--- src/rtl/mdu_pkg.sv ---
// Shared constants for the iterative multiply/divide unit: op encoding and FSM states.
package mdu_pkg;

  localparam logic [1:0] OP_MULT  = 2'b00;
  localparam logic [1:0] OP_MULTU = 2'b01;
  localparam logic [1:0] OP_DIV   = 2'b10;
  localparam logic [1:0] OP_DIVU  = 2'b11;

  typedef enum logic [2:0] {
    StIdle,
    StMul,
    StDiv,
    StFix,
    StDone
  } mdu_state_e;

endpackage

--- src/rtl/mdu_cond_neg.sv ---
// Combinational conditional two's-complement negate, used both for operand magnitudes
// and for sign correction of results.
module mdu_cond_neg #(
  parameter int unsigned WIDTH = 32
) (
  input  logic [WIDTH-1:0] val_i,
  input  logic             neg_i,
  output logic [WIDTH-1:0] res_o
);

  always_comb begin
    res_o = val_i;
    if (neg_i) begin
      res_o = ~val_i + WIDTH'(1);
    end
  end

endmodule

--- src/rtl/mult_div_unit.sv ---
// Iterative signed/unsigned multiplier and restoring divider sharing one 2*WIDTH
// working register and one iteration counter.
module mult_div_unit
  import mdu_pkg::*;
#(
  parameter int unsigned WIDTH = 32,
  parameter int unsigned CNT_W = $clog2(WIDTH) + 1
) (
  input  logic             clk,
  input  logic             reset,
  input  logic             start,
  input  logic [1:0]       op,
  input  logic [WIDTH-1:0] a,
  input  logic [WIDTH-1:0] b,
  output logic             busy,
  output logic             done,
  output logic [WIDTH-1:0] hi,
  output logic [WIDTH-1:0] lo,
  output logic             div_zero
);

  mdu_state_e           state_q, state_d;
  logic [2*WIDTH-1:0]   work_q, work_d;
  logic [WIDTH-1:0]     opnd_q, opnd_d;
  logic [CNT_W-1:0]     cnt_q, cnt_d;
  logic                 is_mul_q, is_mul_d;
  logic                 neg_res_q, neg_res_d;
  logic                 neg_rem_q, neg_rem_d;
  logic [WIDTH-1:0]     hi_q, hi_d;
  logic [WIDTH-1:0]     lo_q, lo_d;
  logic                 div_zero_q, div_zero_d;

  logic                 op_signed, op_div;
  logic                 sign_a, sign_b;
  logic [WIDTH-1:0]     mag_a, mag_b;
  logic [2*WIDTH-1:0]   prod_fix;
  logic [WIDTH-1:0]     quo_fix, rem_fix;
  logic [WIDTH:0]       mul_sum;
  logic [2*WIDTH-1:0]   mul_next;
  logic [WIDTH:0]       div_rem, div_diff;
  logic [2*WIDTH-1:0]   div_next;
  logic                 last_iter;

  assign op_signed = (op == OP_MULT) || (op == OP_DIV);
  assign op_div    = (op == OP_DIV) || (op == OP_DIVU);
  assign sign_a    = op_signed & a[WIDTH-1];
  assign sign_b    = op_signed & b[WIDTH-1];

  mdu_cond_neg #(.WIDTH(WIDTH)) u_neg_a (
    .val_i (a),
    .neg_i (sign_a),
    .res_o (mag_a)
  );

  mdu_cond_neg #(.WIDTH(WIDTH)) u_neg_b (
    .val_i (b),
    .neg_i (sign_b),
    .res_o (mag_b)
  );

  mdu_cond_neg #(.WIDTH(2*WIDTH)) u_neg_prod (
    .val_i (work_q),
    .neg_i (neg_res_q),
    .res_o (prod_fix)
  );

  mdu_cond_neg #(.WIDTH(WIDTH)) u_neg_quo (
    .val_i (work_q[WIDTH-1:0]),
    .neg_i (neg_res_q),
    .res_o (quo_fix)
  );

  mdu_cond_neg #(.WIDTH(WIDTH)) u_neg_rem (
    .val_i (work_q[2*WIDTH-1:WIDTH]),
    .neg_i (neg_rem_q),
    .res_o (rem_fix)
  );

  // Shift-add: upper half accumulates the multiplicand, multiplier shifts out of the bottom.
  assign mul_sum  = {1'b0, work_q[2*WIDTH-1:WIDTH]} +
                    (work_q[0] ? {1'b0, opnd_q} : {(WIDTH+1){1'b0}});
  assign mul_next = {mul_sum, work_q[WIDTH-1:1]};

  // Restoring step: upper half is the partial remainder, quotient bits enter at the bottom.
  assign div_rem  = work_q[2*WIDTH-1:WIDTH-1];
  assign div_diff = div_rem - {1'b0, opnd_q};
  assign div_next = div_diff[WIDTH] ? {div_rem[WIDTH-1:0], work_q[WIDTH-2:0], 1'b0}
                                    : {div_diff[WIDTH-1:0], work_q[WIDTH-2:0], 1'b1};

  assign last_iter = (cnt_q == CNT_W'(WIDTH - 1));

  always_comb begin
    state_d    = state_q;
    work_d     = work_q;
    opnd_d     = opnd_q;
    cnt_d      = cnt_q;
    is_mul_d   = is_mul_q;
    neg_res_d  = neg_res_q;
    neg_rem_d  = neg_rem_q;
    hi_d       = hi_q;
    lo_d       = lo_q;
    div_zero_d = div_zero_q;

    case (state_q)
      StIdle: begin
        if (start) begin
          is_mul_d  = ~op_div;
          neg_res_d = sign_a ^ sign_b;
          neg_rem_d = sign_a;
          cnt_d     = '0;
          if (!op_div) begin
            work_d  = {{WIDTH{1'b0}}, mag_b};
            opnd_d  = mag_a;
            state_d = StMul;
          end else if (b == '0) begin
            div_zero_d = 1'b1;
            state_d    = StDone;
          end else begin
            work_d  = {{WIDTH{1'b0}}, mag_a};
            opnd_d  = mag_b;
            state_d = StDiv;
          end
        end
      end
      StMul: begin
        work_d = mul_next;
        cnt_d  = cnt_q + CNT_W'(1);
        if (last_iter) state_d = StFix;
      end
      StDiv: begin
        work_d = div_next;
        cnt_d  = cnt_q + CNT_W'(1);
        if (last_iter) state_d = StFix;
      end
      StFix: begin
        if (is_mul_q) begin
          {hi_d, lo_d} = prod_fix;
        end else begin
          hi_d = rem_fix;
          lo_d = quo_fix;
        end
        div_zero_d = 1'b0;
        state_d    = StDone;
      end
      StDone: begin
        div_zero_d = 1'b0;
        state_d    = StIdle;
      end
      default: begin
        state_d = StIdle;
      end
    endcase
  end

  always_ff @(posedge clk) begin
    if (reset) begin
      state_q    <= StIdle;
      work_q     <= '0;
      opnd_q     <= '0;
      cnt_q      <= '0;
      is_mul_q   <= 1'b0;
      neg_res_q  <= 1'b0;
      neg_rem_q  <= 1'b0;
      hi_q       <= '0;
      lo_q       <= '0;
      div_zero_q <= 1'b0;
    end else begin
      state_q    <= state_d;
      work_q     <= work_d;
      opnd_q     <= opnd_d;
      cnt_q      <= cnt_d;
      is_mul_q   <= is_mul_d;
      neg_res_q  <= neg_res_d;
      neg_rem_q  <= neg_rem_d;
      hi_q       <= hi_d;
      lo_q       <= lo_d;
      div_zero_q <= div_zero_d;
    end
  end

  assign busy     = (state_q == StMul) || (state_q == StDiv) || (state_q == StFix);
  assign done     = (state_q == StDone);
  assign hi       = hi_q;
  assign lo       = lo_q;
  assign div_zero = div_zero_q;

endmodule
--- config.mk ---
export PLATFORM = sky130hd
export DESIGN_NAME = mult_div_unit
export DESIGN_NICKNAME = d
export VERILOG_FILES = /design/src/rtl/mdu_pkg.sv /design/src/rtl/mdu_cond_neg.sv /design/src/rtl/mult_div_unit.sv
export SDC_FILE = /design/constraint.sdc
export NUM_CORES = 1
export LEC_CHECK = 0
export CORE_ASPECT_RATIO = 0.5
export CORE_MARGIN = 3
export CORE_UTILIZATION = 40
export DETAILED_ROUTE_END_ITERATION = 16
export GPL_TIMING_DRIVEN = 0
export PLACE_DENSITY = 0.57
export SYNTH_ARGS = -nofsm -noshare
export SYNTH_HDL_FRONTEND = slang
export SYNTH_SLANG_ARGS = --single-unit
--- constraint.sdc ---
create_clock -name clk -period 8.55 [get_ports clk]
set_clock_uncertainty 0.05 [all_clocks]
set_input_delay 1.2825 -clock clk [delete_from_list [all_inputs] [get_ports clk]]
set_output_delay 1.2825 -clock clk [all_outputs]
set_load 0.02 [all_outputs]
### Word-level counts from Yosys, hierarchy flattened

Cells that the tools add are included.

* logic and storage cells: 84
* bits in registers: 173
* output and inout port bits: 67
* input bits: 69

* add/sub/neg operators: 8
* bitwise operators: 9
* reduce and logical (&&, ||, !) cells: 18
* eq/ne operators: 13
* multiplexer cells: 26

Operators with widths (count)
* 2-to-1 mux 64 bit: 5
* 2-to-1 mux 32 bit: 9
* one-hot mux 64 bit (3 select lines): 1
* adder 32 x 1 -> 32 bit, second input constant: 4
* inverter 32 bit: 4
* adder 64 x 1 -> 64 bit, second input constant: 1
* inverter 64 bit: 1
* adder 32 x 32 -> 33 bit: 1
* subtractor 33 x 32 -> 33 bit: 1
* zero test 32 bit: 1
* 2-to-1 mux 3 bit: 4
* one-hot mux 6 bit (2 select lines): 1
* one-hot mux 3 bit (3 select lines): 1
* != test 2 bit, second input constant: 4
* adder 6 x 1 -> 6 bit, second input constant: 1
* equality test 3 x 2 -> 1 bit, second input constant: 2
* equality test 6 x 5 -> 1 bit, second input constant: 1
* 2-to-1 mux 6 bit: 1
* AND reduction 2 bit: 3
* AND reduction 3 bit: 2
* equality test 2 bit, second input constant: 2
* logical OR 1 bit: 4
* AND reduction 4 bit: 1
* nonzero test 2 bit: 2
* 13 further kinds: 17

### Longest topological paths before layout

* depth in word-level cells: 8
* gate-level depth with buffers: 15
* mapped depth without buffers: 14

### Hierarchy

From an unflattened synthesis, not the netlist that was laid out.

* cells, all modules: 2040
* area total of the unflattened synthesis: 16462.0 sq um

Modules (own cells, without submodules)
* mult_div_unit: area each 11823.8 sq um, cells an instance 1447, seq. area each 3463.3 sq um, times used 1
* mdu_cond_neg at u_neg_a ...: area each 777.0 sq um, cells an instance 99, seq. area each 0.0 sq um, times used 4
* mdu_cond_neg at u_neg_prod: area each 1530.2 sq um, cells an instance 197, seq. area each 0.0 sq um, times used 1

### Worst setup path after synthesis

Ideal clock, no wire load.

* path kind: input to register
* start: input a[15]
* end: register work_q[27]
* path buffers: 0
* cell stages on the path: 9
* data required time: 8372 ps
* setup time: 128 ps
* arrival: 3758 ps
* slack: 4614 ps
* cells stage by stage: or3_1 > or4_1 > or4b_1 > or3b_1 > o41ai_1 > xor2_1 > a21oi_1 > o22ai_1 > nor2_1

* cells in the longest elaborated chain, start to end: 7

RTL lines
* start: declaration: line mult_div_unit.sv:13 `input logic [WIDTH-1:0] a,`
* inverter 32 bit: line mdu_cond_neg.sv:14 `res_o = ~val_i + WIDTH'(1);`
* adder 32 x 1 -> 32 bit: line mdu_cond_neg.sv:14
* 2-to-1 mux 32 bit: line mdu_cond_neg.sv:13 `if (neg_i) begin`
* 2-to-1 mux 64 bit: line mult_div_unit.sv:115 `end else if (b == '0) begin`
* 2-to-1 mux 64 bit: line mult_div_unit.sv:111 `if (!op_div) begin`
* 2-to-1 mux 64 bit: line mult_div_unit.sv:106 `if (start) begin`
* one-hot mux 64 bit (3 select lines): line mult_div_unit.sv:104 `case (state_q)`
* end signal: assignment: line mult_div_unit.sv:169 `work_q <= work_d;`
* end: declaration: line mult_div_unit.sv:23 `logic [2*WIDTH-1:0] work_q, work_d;`

No other way between the ends. The select of a mux whose other input is x is not followed.
A chain may end at the register's enable or synchronous reset.

### Final worst setup path

* start: register work_q[32]
* end: register work_q[38]

* cells in the longest elaborated chain, start to end: 3
* elaborated cells between the ends (all ways): 4
* those cells by class: add/sub (2); mux (2)

RTL lines
* subtractor 33 x 32 -> 33 bit: line mult_div_unit.sv:86 `assign div_diff = div_rem - {1'b0, opnd_q};`
* 2-to-1 mux 64 bit: line mult_div_unit.sv:87 `assign div_next = div_diff[WIDTH] ? {div_rem[WIDTH-1:0], work_q[WIDTH-2:0], 1'b0}`
* one-hot mux 64 bit (3 select lines) (*): line mult_div_unit.sv:104

Mark *: on every way between the ends. The rest lies on a longest branch, timed or not.

==> results.cfg <==
[clocking]
clkSlewWorstSetupHoldPaths_ns = 0.07
cts_buffers = 17
insertion_delay_ns = 0.45
cts_htree_levels = 4
cts_resized = 0
root_buffer = clkbuf_16
cts_setup_buffers = 0
cts_max_path_buffers = 2
cts_tree = yes
ctsHoldBuffers = 0
clock_sinks = 173

[setup_path]
criticalPathCategory = flip-flop to flip-flop
slowest_stage = o41ai_1
worstPathArrival_ns = 5.49
cp_max_fo = 10
worstPathCellList = clkbuf_1, inv_1, fa_1, nand2b_1, a21oi_1, o21bai_1, o21a_1, o41ai_1, nand2_1, nand3_1, clkbuf_1, buf_2, mux2i_1, o22ai_1
crit_top_cell = clkbuf_1
r2r_cells = 14
endpoint_kind = flip-flop
startpoint_type = flip-flop
worstPathRequired_ns = 8.80
max_stage_delay_ns = 0.64

[cells_and_area]
syn_to_final_growth_pct = 18.33
post-route-util = 0.4909
fin_nets = 2181
mostFrequentLayoutCell = nor2_1
regArea_sq_um = 3463
multi_input_area_sq_um = 9811
fill_cells = 3498
drive_gt1_frac = 0.04236
layout_common_cells = nor2_1 (251), dfxtp_1 (173), nand2_1 (165), a21oi_1 (158), clkdlybuf4s50_1 (134)
fin_area_sq_um = 16570
num_antenna_cells = 0

[global_route]
grt_max_degree = 17
antenna_found_initial = 0
first_global_vias = 13980
overflow = 0
grtUsageTotal = 0.2810
grt_pass1_wl_um = 82610

[drt]
detail-route-antenna-nets = 0
wl_met2_um = 22930
via_per_inst = 5.969
wl_per_cell_um = 21.60
routed-wl-met3_um = 5162
first_pass_iters = 6
wl_met1_um = 25430
drc = 0
top_layer_used = met4
via_count = 15040
postRouteWirelength_um = 54410
dr.first_iter.drc_count = 1631

[floorplanning]
die_h_um = 138.3
initial_core_util = 0.4149
rows = 47
die_area_sq_um = 37430
die_w_um = 270.6
ioPinCount = 136
core_sq_um = 33750

[logic_synthesis]
syn_area_per_cell_sq_um = 7.417
syn-cell-area_sq_um = 14000
synth_edf_count = 0
syn_nets = 2028
yosys_register_bits = 173
yosysWarnings = 0
synth_cell_types = 78
synth-async-reset-ratio = 0
synthCells = 1888
synth_seq_area_share = 0.2473
ys.flop_type = dfxtp_1

[hold_path]
hold_path_depth = 2
hp-class = flip-flop to flip-flop

[sta]
drv_slew = 0
final-hold-violation-count = 0
rsz0062_at_grt = false
fmax_ghz = 0.1908
setup_viol = 0
tightest_slew_ns = 1.304
finalCritPeriodShare = 0.6131
slew_headroom = 0.1308
setup_tns_ns = 0
period_minus_slack_ns = 5.242

[power_and_ir_drop]
intPower_mw = 3.310
powerDensity_nw_per_um2 = 418.0
p_seq_frac = 0.189
power_leakage_nw = 6.258
combPwrFrac = 0.684
clkPwrFrac = 0.127
swShare = 0.5222
switchingPower_mw = 3.617
max-vdd-ir-drop_mv = 0.2306

[placement]
place_area_sq_um = 15930
post-dp-hpwl_um = 43400
portBuffers = 134
place.gp.congestion = 0.9508

[flow_run]
timing.max_cap.violations = 0

[status]
run_status = finished, final reports clean
## cell families after synthesis
logic type	synth area share
buffers and inverters	0.05209
muxes	0.03243
xor gates and xnor gates	0.1032
and+or+nand+nor	0.2143
AOI/OAI and AO/OA	0.2861
DFF	0.2473
adders and majority gates	0.06451
## layer usage
| layer | global-route usage | up-vias |
|---|---|---|
| li1 | - | 7158 |
| met1 | 0.3994 | 7236 |
| met2 | 0.4264 | 581 |
| met3 | 0.07479 | 61 |
| met4 | 0.05809 | 0 |
| met5 | 0 | - |
## power by group through the flow
stage | logic (mW) | clock network (mW) | registers [mW]
6_report | 4.74 | 0.876 | 1.31
5_1_grt | 5.10 | 0.920 | 1.33
4_1_cts | 4.63 | 0.889 | 1.30
3_5_place_dp | 4.59 | 0 | 1.32
3_3_place_gp | 4.61 | 0 | 1.32
2_1_floorplan | 3.30 | 0 | 1.24
## final cells by class
| type | instances | area share |
|---|---|---|
| Buffer | 130 | 0.03043 |
| Clock buffer | 19 | 0.02673 |
| Clock inverter | 13 | 0.01216 |
| Inverter | 60 | 0.01359 |
| Multi-Input combinational cell | 1525 | 0.5920 |
| Sequential cell | 173 | 0.2090 |
| Tap cell | 465 | 0.03511 |
| Timing Repair Buffer | 134 | 0.08094 |
## synth_stat cells (15+ instances only)
master | number | area share
a211oi_1 | 95 | 0.051
a21o_1 | 38 | 0.020
a21oi_1 | 158 | 0.056
a221oi_1 | 25 | 0.016
a22oi_1 | 22 | 0.012
a31oi_1 | 16 | 0.0071
clkbuf_1 | 119 | 0.032
dfxtp_1 | 173 | 0.25
ha_1 | 69 | 0.062
inv_1 | 59 | 0.016
mux2i_1 | 33 | 0.024
nand2_1 | 165 | 0.044
nand2b_1 | 19 | 0.0085
nand3_1 | 26 | 0.0093
nor2_1 | 251 | 0.067
nor2b_1 | 15 | 0.0067
nor3_1 | 46 | 0.016
o211ai_1 | 23 | 0.012
o21ai_0 | 92 | 0.033
o22ai_1 | 26 | 0.012
o31ai_1 | 22 | 0.012
or3_1 | 17 | 0.0076
or4_1 | 15 | 0.0080
xnor2_1 | 78 | 0.049
xor2_1 | 87 | 0.054
## state kept, by name, summed over array words and instances, names as in the netlist
register,cells
is_mul_q,1
lo,32
neg_res_q,1
state_q,3
opnd_q,32
hi,32
work_q,64
div_zero,1
neg_rem_q,1
cnt_q,6
## final timing paths
| kind | start | end | slack (ns) |
|---|---|---|---|
| worst max-delay path | work_q[32] | work_q[38] | 3.31 |
| worst min-delay path | hi[10] | hi[10] | 0.40 |
| worst max register to register | work_q[32] | work_q[38] | 3.31 |
| worst min register to register | hi[10] | hi[10] | 0.40 |
## critical path, delay by kind of cell (launching register included)
kind	cells	cell delay (ns)
buffers and inverters	4	1.57
AOI/OAI and AO/OA	5	1.49
and+or+nand+nor	3	0.77
adders and majority gates	1	0.48
DFF	1	0.40
muxes	1	0.32
## stage by stage
step	cells	setup WS, ns	hold WS [ns]	power (mW)
after CTS	2519	3.434	0.4056	6.816
after detailed placement	2487	3.168	0.3950	5.911
after global placement	2487	3.141	0.3897	5.925
final	2519	3.308	0.4031	6.927
after floorplan	1888	4.614	0.3819	4.542
after global routing	2519	3.063	0.4210	7.353
(Power assumes the default switching activity.)
